## src/rtl/otter_intr_pkg.sv

```systemverilog
// Shared definitions for the OTTER interrupt controller: register offsets,
// source limits and the fixed-priority encoder.
package otter_intr_pkg;

  localparam logic [2:0] INTR_PENDING = 3'd0;
  localparam logic [2:0] INTR_ENABLE  = 3'd1;
  localparam logic [2:0] INTR_CAUSE   = 3'd2;
  localparam logic [2:0] INTR_TPERIOD = 3'd3;
  localparam logic [2:0] INTR_TCOUNT  = 3'd4;

  localparam int MAX_SRC = 16;
  localparam int SEL_W   = $clog2(MAX_SRC + 1);

  typedef logic [3:0]       intr_cause_t;
  typedef logic [MAX_SRC:0] prio_vec_t;

  // Lowest set index wins, so source 0 has the highest priority.
  function automatic logic [SEL_W-1:0] prio_enc(input prio_vec_t vec);
    prio_enc = '0;
    for (int i = MAX_SRC; i >= 0; i--) begin
      if (vec[i]) prio_enc = SEL_W'(i);
    end
  endfunction

endpackage

```

## src/rtl/otter_intr_ctrl_sync.sv

```systemverilog
// Two-flop synchroniser followed by rising-edge detection, one bit per source.
// The rise output is a single-cycle pulse driven only from flops.
module intr_sync_edge #(
  parameter int WIDTH = 8
) (
  input  logic             clk,
  input  logic             reset,
  input  logic [WIDTH-1:0] din,
  output logic [WIDTH-1:0] rise
);

  logic [WIDTH-1:0] sync1;
  logic [WIDTH-1:0] sync2;
  logic [WIDTH-1:0] prev;

  always_ff @(posedge clk) begin
    if (reset) begin
      sync1 <= '0;
      sync2 <= '0;
      prev  <= '0;
    end else begin
      sync1 <= din;
      sync2 <= sync1;
      prev  <= sync2;
    end
  end

  assign rise = sync2 & ~prev;

endmodule

```

## src/rtl/otter_intr_ctrl.sv

```systemverilog
// OTTER interrupt controller: edge-latched pending bits, enable mask, priority
// retirement into CAUSE. Optional periodic timer source under INTR_TIMER_EN.
module otter_intr_ctrl
  import otter_intr_pkg::*;
#(
  parameter int N_SRC   = 8,
  parameter int CAUSE_W = 4
) (
  input  logic               clk,
  input  logic               reset,
  input  logic [N_SRC-1:0]   irq_src,
  input  logic               mie,
  input  logic               int_taken,
  input  logic               mmio_sel,
  input  logic               mmio_we,
  input  logic [2:0]         mmio_addr,
  input  logic [31:0]        mmio_wdata,
  output logic [31:0]        mmio_rdata,
  output logic               intr,
  output logic [CAUSE_W-1:0] cause
);

`ifdef INTR_TIMER_EN
  localparam int PW = N_SRC + 1;
`else
  localparam int PW = N_SRC;
`endif

  logic [N_SRC-1:0]   rise;
  logic [PW-1:0]      set_vec;
  logic [PW-1:0]      pend_q;
  logic [PW-1:0]      pend_d;
  logic [PW-1:0]      en_q;
  logic [PW-1:0]      hit;
  logic [SEL_W-1:0]   sel;
  logic               any_hit;
  logic [CAUSE_W-1:0] cause_q;
  logic               wr_en;

  intr_sync_edge #(.WIDTH(N_SRC)) u_sync (
    .clk   (clk),
    .reset (reset),
    .din   (irq_src),
    .rise  (rise)
  );

  assign wr_en   = mmio_sel & mmio_we;
  assign hit     = pend_q & en_q;
  assign any_hit = |hit;
  assign sel     = prio_enc(prio_vec_t'(hit));

`ifdef INTR_TIMER_EN
  logic [31:0] tper_q;
  logic [31:0] tcnt_q;
  logic        t_wrap;

  assign t_wrap = (tper_q != 32'd0) && (tcnt_q == tper_q - 32'd1);

  // Period 0 parks the counter; a period write restarts the count.
  always_ff @(posedge clk) begin
    if (reset) begin
      tper_q <= '0;
      tcnt_q <= '0;
    end else if (wr_en && mmio_addr == INTR_TPERIOD) begin
      tper_q <= mmio_wdata;
      tcnt_q <= '0;
    end else if (tper_q == 32'd0 || t_wrap) begin
      tcnt_q <= '0;
    end else begin
      tcnt_q <= tcnt_q + 32'd1;
    end
  end

  assign set_vec = {t_wrap, rise};
`else
  logic unused_wdata;
  assign unused_wdata = ^mmio_wdata[31:PW];
  assign set_vec      = rise;
`endif

  // Clears are applied first so a same-cycle edge always leaves the bit set.
  always_comb begin
    pend_d = pend_q;
    if (wr_en && mmio_addr == INTR_PENDING) pend_d = pend_d & ~mmio_wdata[PW-1:0];
    if (int_taken && any_hit) pend_d = pend_d & ~(PW'(1) << sel);
    pend_d = pend_d | set_vec;
  end

  always_ff @(posedge clk) begin
    if (reset) begin
      pend_q  <= '0;
      en_q    <= '0;
      cause_q <= '0;
    end else begin
      pend_q <= pend_d;
      if (wr_en && mmio_addr == INTR_ENABLE) en_q <= mmio_wdata[PW-1:0];
      if (int_taken && any_hit) cause_q <= CAUSE_W'(sel);
    end
  end

  always_comb begin
    mmio_rdata = '0;
    if (mmio_sel) begin
      case (mmio_addr)
        INTR_PENDING: mmio_rdata = 32'(pend_q);
        INTR_ENABLE:  mmio_rdata = 32'(en_q);
        INTR_CAUSE:   mmio_rdata = 32'(cause_q);
`ifdef INTR_TIMER_EN
        INTR_TPERIOD: mmio_rdata = tper_q;
        INTR_TCOUNT:  mmio_rdata = tcnt_q;
`endif
        default:      mmio_rdata = '0;
      endcase
    end
  end

  assign intr  = mie & any_hit;
  assign cause = cause_q;

endmodule
```

## config.mk

```make
export PLATFORM = sky130hd
export DESIGN_NAME = otter_intr_ctrl
export DESIGN_NICKNAME = d
export VERILOG_FILES = /design/src/rtl/otter_intr_pkg.sv /design/src/rtl/otter_intr_ctrl_sync.sv /design/src/rtl/otter_intr_ctrl.sv
export SDC_FILE = /design/constraint.sdc
export NUM_CORES = 1
export LEC_CHECK = 0
export BUFFER_PORTS_ARGS = -buffer_cell sky130_fd_sc_hd__buf_2
export CORE_MARGIN = 4
export CORE_UTILIZATION = 40
export DETAILED_ROUTE_END_ITERATION = 12
export GPL_TIMING_DRIVEN = 1
export PLACE_DENSITY = 0.7
export SETUP_SLACK_MARGIN = 0.5
export SLEW_MARGIN = 10
export SYNTH_ARGS = -nofsm -noshare
export SYNTH_HDL_FRONTEND = slang
export SYNTH_SLANG_ARGS = --single-unit
```

## constraint.sdc

```tcl
create_clock -name clk -period 3.1 [get_ports clk]
set_clock_uncertainty 0.2 [all_clocks]
set_input_delay 0.155 -clock clk [delete_from_list [all_inputs] [get_ports clk]]
set_output_delay 0.155 -clock clk [all_outputs]
set_load 0.01 [all_outputs]
```

After elaboration in Yosys (flattened, before gate mapping)
Cells that the tools add are included.
{"block": "totals", "reg_bits": 44, "elab_cells": 36}
{"block": "classes", "n_eq_ne": 2, "shift": 1, "muxes": 12, "bitwise_logic": 10, "n_reduce_logical": 5}
{"cell": "5-bit two-way mux", "count": 7}
{"cell": "8-bit bitwise AND", "count": 4}
{"cell": "8-bit two-way mux", "count": 3}
{"cell": "8-bit inverter", "count": 3}
{"cell": "8-bit one-hot mux with 3 select lines", "count": 1}
{"cell": "8-bit bitwise OR", "count": 1}
{"cell": "8-bit OR reduction", "count": 1}
{"cell": "1-bit by 5-bit left shift with 8-bit output (first input constant)", "count": 1}
{"cell": "3-bit by 1-bit equality test with 1-bit output (second input constant)", "count": 1}
{"cell": "3-bit by 2-bit equality test with 1-bit output (second input constant)", "count": 1}
{"cell": "1-bit logical AND", "count": 3}
{"cell": "3-bit zero test", "count": 1}
{"cell": "3-bit two-way mux", "count": 1}
{"cell": "1-bit bitwise AND", "count": 2}

Logic depth before layout (Yosys ltp)
Gate-level depths: netlist (run 1).
{"block": "logic_depth", "word_depth": 14, "mapped_depth": 5, "mapped_depth_nobuf": 4}

Modules after synthesis
From an unflattened synthesis (run 1), not the netlist that was laid out.
{"block": "unflattened", "hier_cells": 233, "area_unflattened_um2": 2107.0}
{"mod": "otter_intr_ctrl", "instances": 1, "cells_per_inst": 175, "area_each_um2": 1363.8, "seq_area_each_um2": 380.4}
{"mod": "intr_sync_edge", "instances": 1, "cells_per_inst": 58, "area_each_um2": 743.2, "seq_area_each_um2": 480.5}

Worst setup path before layout (run 1)
No wires, ideal clock.
{"block": "synth_path", "path_type": "reg2reg", "startpoint": "register pend_q[5]", "endpoint": "register pend_q[4]", "setup_ps": 114, "t_arrival_ps": 1114, "required_ps": 2786, "slack_ps": 1671, "path_stages_with_launch": 5, "path_buffers": 0, "cell_sequence": "dfxtp_1 a22o_1 a31o_2 a21o_1 a21bo_1"}
{"block": "synth_between", "elab_chain_len": 12}
{"element": "start, declared", "line_no": "otter_intr_ctrl.sv:31", "rtl": "logic [PW-1:0] pend_q;"}
{"element": "start signal, assigned", "line_no": "otter_intr_ctrl.sv:95", "rtl": "pend_q <= pend_d;"}
{"element": "8-bit bitwise AND (*)", "line_no": "otter_intr_ctrl.sv:48", "rtl": "assign hit = pend_q & en_q;"}
{"element": "5-bit two-way mux (6 in a row)", "line_no": "otter_intr_pkg.sv:21", "rtl": "if (vec[i]) prio_enc = SEL_W'(i);"}
{"element": "1-bit by 5-bit left shift with 8-bit output", "line_no": "otter_intr_ctrl.sv:85", "rtl": "if (int_taken && any_hit) pend_d = pend_d & ~(PW'(1) << sel);"}
{"element": "8-bit inverter", "line_no": "otter_intr_ctrl.sv:85"}
{"element": "8-bit bitwise AND", "line_no": "otter_intr_ctrl.sv:85"}
{"element": "8-bit two-way mux (*)", "line_no": "otter_intr_ctrl.sv:85"}
{"element": "8-bit bitwise OR (*)", "line_no": "otter_intr_ctrl.sv:86", "rtl": "pend_d = pend_d | set_vec;"}
Mark *: on every way between the ends. The rest lies on a longest branch, timed or not.
A chain may end at the register's enable or synchronous reset.

Worst setup path in the final report (run 1)
{"block": "layout_path", "startpoint": "register pend_q[6]", "endpoint": "output port intr"}
{"block": "layout_between", "elab_chain_len": 3}
{"element": "8-bit bitwise AND", "line_no": "otter_intr_ctrl.sv:48"}
{"element": "8-bit OR reduction", "line_no": "otter_intr_ctrl.sv:49", "rtl": "assign any_hit = |hit;"}
{"element": "1-bit bitwise AND", "line_no": "otter_intr_ctrl.sv:117", "rtl": "assign intr = mie & any_hit;"}
{"element": "end, declared", "line_no": "otter_intr_ctrl.sv:19", "rtl": "output logic intr,"}
No other way between the ends.

==> results of run 1 <==
-- kinds of logic (layout without fill, tap and decap cells) --
family | Yosys count | in the layout
buffers and inverters | 44 | 74
flip-flops | 43 | 43
other | 1 | 25
AO/OA/AOI/OAI | 59 | 59
multiplexers | 8 | 8
AND/OR/NAND/NOR | 71 | 71
-- flip-flops by register name, indices dropped and copies added (netlist names) --
signal	count
en_q	8
pend_q	8
u_sync.prev	8
u_sync.sync1	8
u_sync.sync2	8
cause	3
-- per-stage QoR --
step                      hold slack, ps  setup WS [ps]  cell area, sq um  cells  power, uW
final                               83.7           1200              2480    347       1210
after detailed placement             168           1470              2170    322        702
after floorplan                     34.1           1670              2130    250        693
after CTS                           84.0           1180              2480    347       1230
after global routing                92.6           1020              2480    347       1270
after global placement               165           1470              2170    322        700
-- how the worst max path moves through the flow --
stage / from / to / slack (ps) / cells after the start
6_report: pend_q[6] / intr / 1200 / 4
2_1_floorplan: pend_q[5] / pend_q[4] / 1670 / 4
4_1_cts: pend_q[6] / intr / 1180 / 4
5_1_grt: pend_q[6] / intr / 1020 / 4
3_3_place_gp: mmio_addr[0] / pend_q[4] / 1470 / 5
3_5_place_dp: mmio_addr[0] / pend_q[5] / 1470 / 5
-- metal layers --
| layer | routed length, microns | global-route usage |
|---|---|---|
| met1 | 1930 | 0.174 |
| met2 | 1960 | 0.239 |
| met3 | 224 | 0.0316 |
| met4 | 42 | 0.0412 |
| met5 | 0 | 0 |
-- cell type report --
cell class / instances / area, sq um
Timing Repair Buffer: 54 / 358
Fill cell: 475 / 2370
Tap cell: 67 / 83.8
Clock inverter: 2 / 60.1
Clock buffer: 6 / 72.6
Inverter: 12 / 45.0
Multi-Input combinational cell: 163 / 997
Sequential cell: 43 / 861
-- cell usage in the layout, fill, tap and decap left out, types with 2 or more instances in the layout --
cell / count
nor4_1: 2
a22o_1: 4
a311oi_1: 5
a211oi_1: 2
a211o_1: 2
nand3_1: 2
a21o_1: 3
a22oi_1: 4
o21ai_1: 5
dfxtp_1: 43
and2_1: 2
a221oi_1: 2
a21oi_1: 18
buf_2: 36
a22oi_2: 2
nand2b_1: 2
conb_1: 25
nor2_1: 13
nand2_1: 15
clkbuf_8: 5
o21ai_0: 4
bufinv_16: 2
nor2b_1: 28
nand4_1: 2
mux2i_1: 8
dlygate4sd3_1: 17
inv_1: 12
o2bb2ai_1: 2
a21bo_1: 2
-- repair_timing --
item,CTS,global route
endpoints found under the hold margin,21,0
setup buffers,0,0
hold buffers,17,0
-- power breakdown --
group | internal, uW | switching [uW] | leakage, uW
logic | 53.9 | 63.2 | 0.000662
registers | 574 | 15.8 | 0.000352
clock network | 322 | 183 | 0.0000654
total | 950 | 262 | 0.00108
==> impl_metrics.tcl, run 1 <==
set metrics [dict create \
    drt_iter0_markers 128 \
    netlist_instances 226 \
    synth_common_cells "dfxtp_1, nor2b_1, buf_4" \
    antenna_found_initial 0 \
    min_to "u_sync.sync1[7]" \
    grt_max_degree 24 \
    worstRegToRegCells 4 \
    yosys.area.top_type "dfxtp_1" \
    syn_area_per_cell_sq_um 9.04 \
    critical_path_class "reg -> out" \
    synth_seq_cells 43 \
    firstDrtPassIters 4 \
    cp-end-kind "primary output" \
    whs_path_depth 2 \
    crit_slowest_cell "a22oi_1" \
    via_count 1612 \
    finalSetupViolCount 0 \
    vdd_drop_max_v 0.000322 \
    cts.sinks 43 \
    layout.nets 328 \
    portBuffers 36 \
    overflow 0 \
    io_pins 86 \
    layout-drive-gt1-share 0.186 \
    drc 0 \
    ant_nets 0 \
    rows 25 \
    grt_use_total 0.139 \
    die-area_sq_um 6310 \
    status "completed" \
    synth-edff-count 0 \
    max_freq_mhz 526 \
    startpoint_type "register" \
    die_h_microns 79.5 \
    synth.area.top_cells "dfxtp_1, buf_4, nor2b_1" \
    dp_hpwl_microns 2950 \
    clock-root-buffer "clkbuf_8" \
    grt_pass1_wl_microns 6960 \
    r2r_start "en_q[0]" \
    yosys.area.top_type_share 0.422 \
    max_slew_margin 0.659 \
    fp.coreArea_sq_um 4850 \
    hp-class "in -> reg" \
    cts_tree "done" \
    tns_ps 0 \
    synth-main-ff-cell "dfxtp_1" \
    crit_path_max_fanout 5 \
    cp_cell_sequence "a22oi_1 -> nand4_1 -> and2_1 -> buf_2" \
    max_stage_delay_ps 390 \
    start_util 0.421 \
    rsz0062_at_grt "no" \
    cts_made_buffers 5 \
    yosysSeqAreaShare 0.422 \
    via_per_inst 4.65 \
    worst_pin_slew_ps 511 \
    min_period_ps 1900 \
    period_share 0.614 \
    clkTransAtPathRegs_ps 80 \
    die_w_microns 79.5 \
    maxCapViolCount 0 \
    clk_latency_ps 290 \
    gp_congestion 0.854 \
    cpLargestDelayFamily "compound AO/OA/AOI/OAI gates" \
    clock_path_buffers 2 \
    synthMuxAreaShare 0.0392 \
    synth_adder_area_share 0 \
    crit_required_ps 2740 \
    synth_compound_area_frac 0.208 \
    yosysMostFrequentCell "dfxtp_1" \
    fin_util 0.511 \
    wl_per_cell_microns 12.0 \
    critPathBufInv 1 \
    crit_arrival_ps 1550 \
    r2r_setup_slack_ps 1500 \
    synthDistinctLibCells 38 \
    grt_pass1_vias 1498 \
    antenna_cells 0 \
    area_growth_syn_to_layout_pct 21.3 \
    cts_resized 0 \
    hp-start "reset" \
    slew_violations 0 \
    synth_top_family_by_area "compound AO/OA/AOI/OAI gates" \
    syn_area_sq_um 2040 \
    finalHoldViolCount 0 \
    p_leak_uw 0.00108 \
    powerDensity_nw_per_um2 489 \
    synthSimpleGateAreaFrac 0.195 \
    timing.rr.end "pend_q[5]" \
    wl_microns 4150 \
    htree_levels 2 \
    synth-xor-area-share 0 \
    async_flop_share 0 \
    yosysWarnings 0 \
]
Power figures use the tool's default switching activity.
==> run 2, diff against run 1 <==
Settings changed: ABC_AREA from default to 1, PLACE_DENSITY 0.7 to 0.69.
Clock period 3.1 ns to 1.96 ns, I/O delays scaled along.
==> run 2 against run 1 <==
  * Hold slack worse by 10 ps
  * Final cell count is 21% higher
  * Setup slack worse by 680 ps
  * Sequential share of layout area is 2.0 points lower
  * Global-route usage is 1.1 points lower
  * Via count is 12% higher
==> impl_metrics.tcl, run 2 <==
set metrics [dict create \
    synth-main-ff-cell "dfxtp_1" \
    synth-edff-count 0 \
    yosys.area.top_type "dfxtp_1" \
    powerDensity_nw_per_um2 663 \
    cp_common_cell "nand2_4" \
    slew_violations 0 \
    grt_pass1_vias 1571 \
    use_met2 0.224 \
    synth_common_cells "nand2_1, inv_1, dfxtp_1" \
    p_sw_uw 436 \
    maxCapViolCount 0 \
    clkTransAtPathRegs_ps 80 \
    cp_cell_sequence "nand2_4 -> nand2_4 -> nor2_8 -> a21boi_2 -> buf_2" \
    drt_iter0_markers 66 \
    whs_path_depth 5 \
    async_flop_share 0 \
    status "completed" \
    crit_path_max_fanout 4 \
    startpoint_type "register" \
    synth_seq_cells 43 \
    p_int_uw 1370 \
    period_share 0.735 \
    hp-class "in -> reg" \
    die_w_microns 80.2 \
    rows 26 \
    layout.nets 398 \
    grt_max_degree 26 \
    portBuffers 36 \
    rsz0062_at_grt "yes" \
    max_stage_delay_ps 350 \
    timing.rr.end "pend_q[7]" \
    cts.sinks 43 \
    synth-xor-area-share 0 \
    yosysMostFrequentCell "nand2_1" \
    clock-root-buffer "clkbuf_8" \
    yosys.area.top_type_share 0.413 \
    crit_slowest_cell "dfxtp_2" \
    synth_top_family_by_area "simple AND/OR/NAND/NOR gates" \
    crit_required_ps 1660 \
    antenna_found_initial 0 \
    hp-start "mmio_we" \
    via_per_inst 4.29 \
    firstDrtPassIters 4 \
    start_util 0.411 \
    cts_made_buffers 5 \
    crit_arrival_ps 1140 \
    finalHoldViolCount 0 \
    dp.cells 381 \
    nFillCells 484 \
    comb_power_share 0.102 \
    wl_per_cell_microns 10.1 \
    syn_area_sq_um 2080 \
    drc 0 \
    synthSimpleGateAreaFrac 0.275 \
    p_leak_uw 0.00135 \
    power.share.clock 0.387 \
    dp_hpwl_microns 2910 \
    pwr-share-seq 0.512 \
    cts_tree "done" \
    r2r_setup_slack_ps 520 \
    r2r_start "pend_q[5]" \
    io_pins 86 \
    grt_use_total 0.128 \
    synthDistinctLibCells 31 \
    layout_common_cells "nand2_1, inv_1, buf_2" \
    antenna_cells 0 \
    finalNonFillerCells 420 \
    netlist_instances 282 \
    globalRouteMet3Util 0.0291 \
    grt_pass1_wl_microns 6640 \
    syn_area_per_cell_sq_um 7.39 \
    synthMuxAreaShare 0 \
    clock_path_buffers 2 \
    fp.coreArea_sq_um 5070 \
    min_to "en_q[6]" \
    critical_path_class "reg -> out" \
    area_growth_syn_to_layout_pct 30.6 \
    finalSetupViolCount 0 \
    min_period_ps 1440 \
    worstRegToRegCells 10 \
    htree_levels 2 \
    yosysSeqAreaShare 0.413 \
    critPathBufInv 1 \
    overflow 0 \
    cp-end-kind "primary output" \
    ant_nets 0 \
    via_count 1801 \
    die_h_microns 80.2 \
    gp_congestion 0.848 \
    cpLargestDelayFamily "flip-flops" \
    use_met1 0.154 \
    top_usage_layer "met2" \
    die-area_sq_um 6430 \
    yosysWarnings 0 \
    layout-drive-gt1-share 0.317 \
    max_freq_mhz 694 \
    clk_latency_ps 290 \
    synth_compound_area_frac 0.106 \
    synth_adder_area_share 0 \
    swShare 0.242 \
    vdd_drop_max_v 0.000378 \
    final_common_cell "nand2_1" \
    wl_microns 4250 \
    synth.area.top_cells "dfxtp_1, nand2_1, buf_4" \
    tns_ps 0 \
]
-- run 2: changes by cell type after synthesis, moves of 4 or more --
cell,change
nand2_1,+47
inv_1,+32
nor2b_1,-28
nor2_1,+12
mux2i_1,-8
nand3_1,+7
inv_2,+6
nand2_2,+6
nand2_4,+5
a22o_1,-4
a22oi_1,-4
a31oi_1,+4
-- run 2: worst reg2reg max path, stage by stage (launching register included) --
cell	delay, ps
dfxtp_2	370
nand2_4	80
nand2_4	70
nor2_4	50
buf_6	110
inv_2	50
nand2_2	60
nor2_4	140
nand4_1	110
nand2_1	70
nand2_1	40
-- run 2: repair_timing --
action / in CTS / in global routing
setup endpoints to repair: 2 / 11
pin swaps: 5 / 17
buffers inserted: 4 / 8
hold buffers: 19 / 0
endpoints found under the hold margin: 25 / 0
gates resized for setup: 23 / 19
-- run 2: cell type report --
| cell class | count | area (sq um) | area share |
|---|---|---|---|
| Clock buffer | 5 | 68.8 | 0.0253 |
| Timing Repair Buffer | 69 | 479 | 0.176 |
| Clock inverter | 3 | 47.5 | 0.0175 |
| Inverter | 51 | 191 | 0.0703 |
| Multi-Input combinational cell | 179 | 956 | 0.351 |
| Sequential cell | 43 | 891 | 0.327 |
| Tap cell | 70 | 87.6 | 0.0322 |
-- run 2: power groups by stage --
stage                     combinational, uW  sequential, uW  clock, uW
after CTS                               173             924        716
after floorplan                         133             938          0
after detailed placement                141             941          0
after global routing                    205             926        750
after global placement                  139             940          0
final                                   183             923        698
-- run 2: kinds of logic after synthesis --
logic type / after synthesis
AND/OR/NAND/NOR: 119
buffers and inverters: 84
flip-flops: 43
AO/OA/AOI/OAI: 35
other: 1
-- run 2: routing by layer --
layer  routed length (microns)  part of all wire
met5                         0                 0
met4                        27            0.0064
met3                       259             0.061
met2                      2050              0.48
met1                      1910              0.45
-- run 2: per-stage QoR --
stage	utilization	total power, uW	instance area, sq um	setup slack [ps]	hold WS (ps)
finish	0.536	1800	2720	520	73.5
global placement	0.438	1080	2220	494	101
floorplan	-	1070	2170	658	4.97
detailed placement	0.438	1080	2220	460	106
CTS	0.513	1810	2600	495	66.0
global route	0.536	1880	2720	444	76.9
-- run 2: how the worst max path moves through the flow --
stage                       from   endpoint  slack, ps  cells past startpoint
detailed placement  mmio_addr[1]    en_q[0]        460                      7
global placement    mmio_addr[1]    en_q[0]        490                      7
floorplan              pend_q[0]  pend_q[7]        660                      8
CTS                    pend_q[6]  pend_q[5]        490                     10
finish                   en_q[1]       intr        520                      5
global route             en_q[6]  pend_q[5]        440                     10
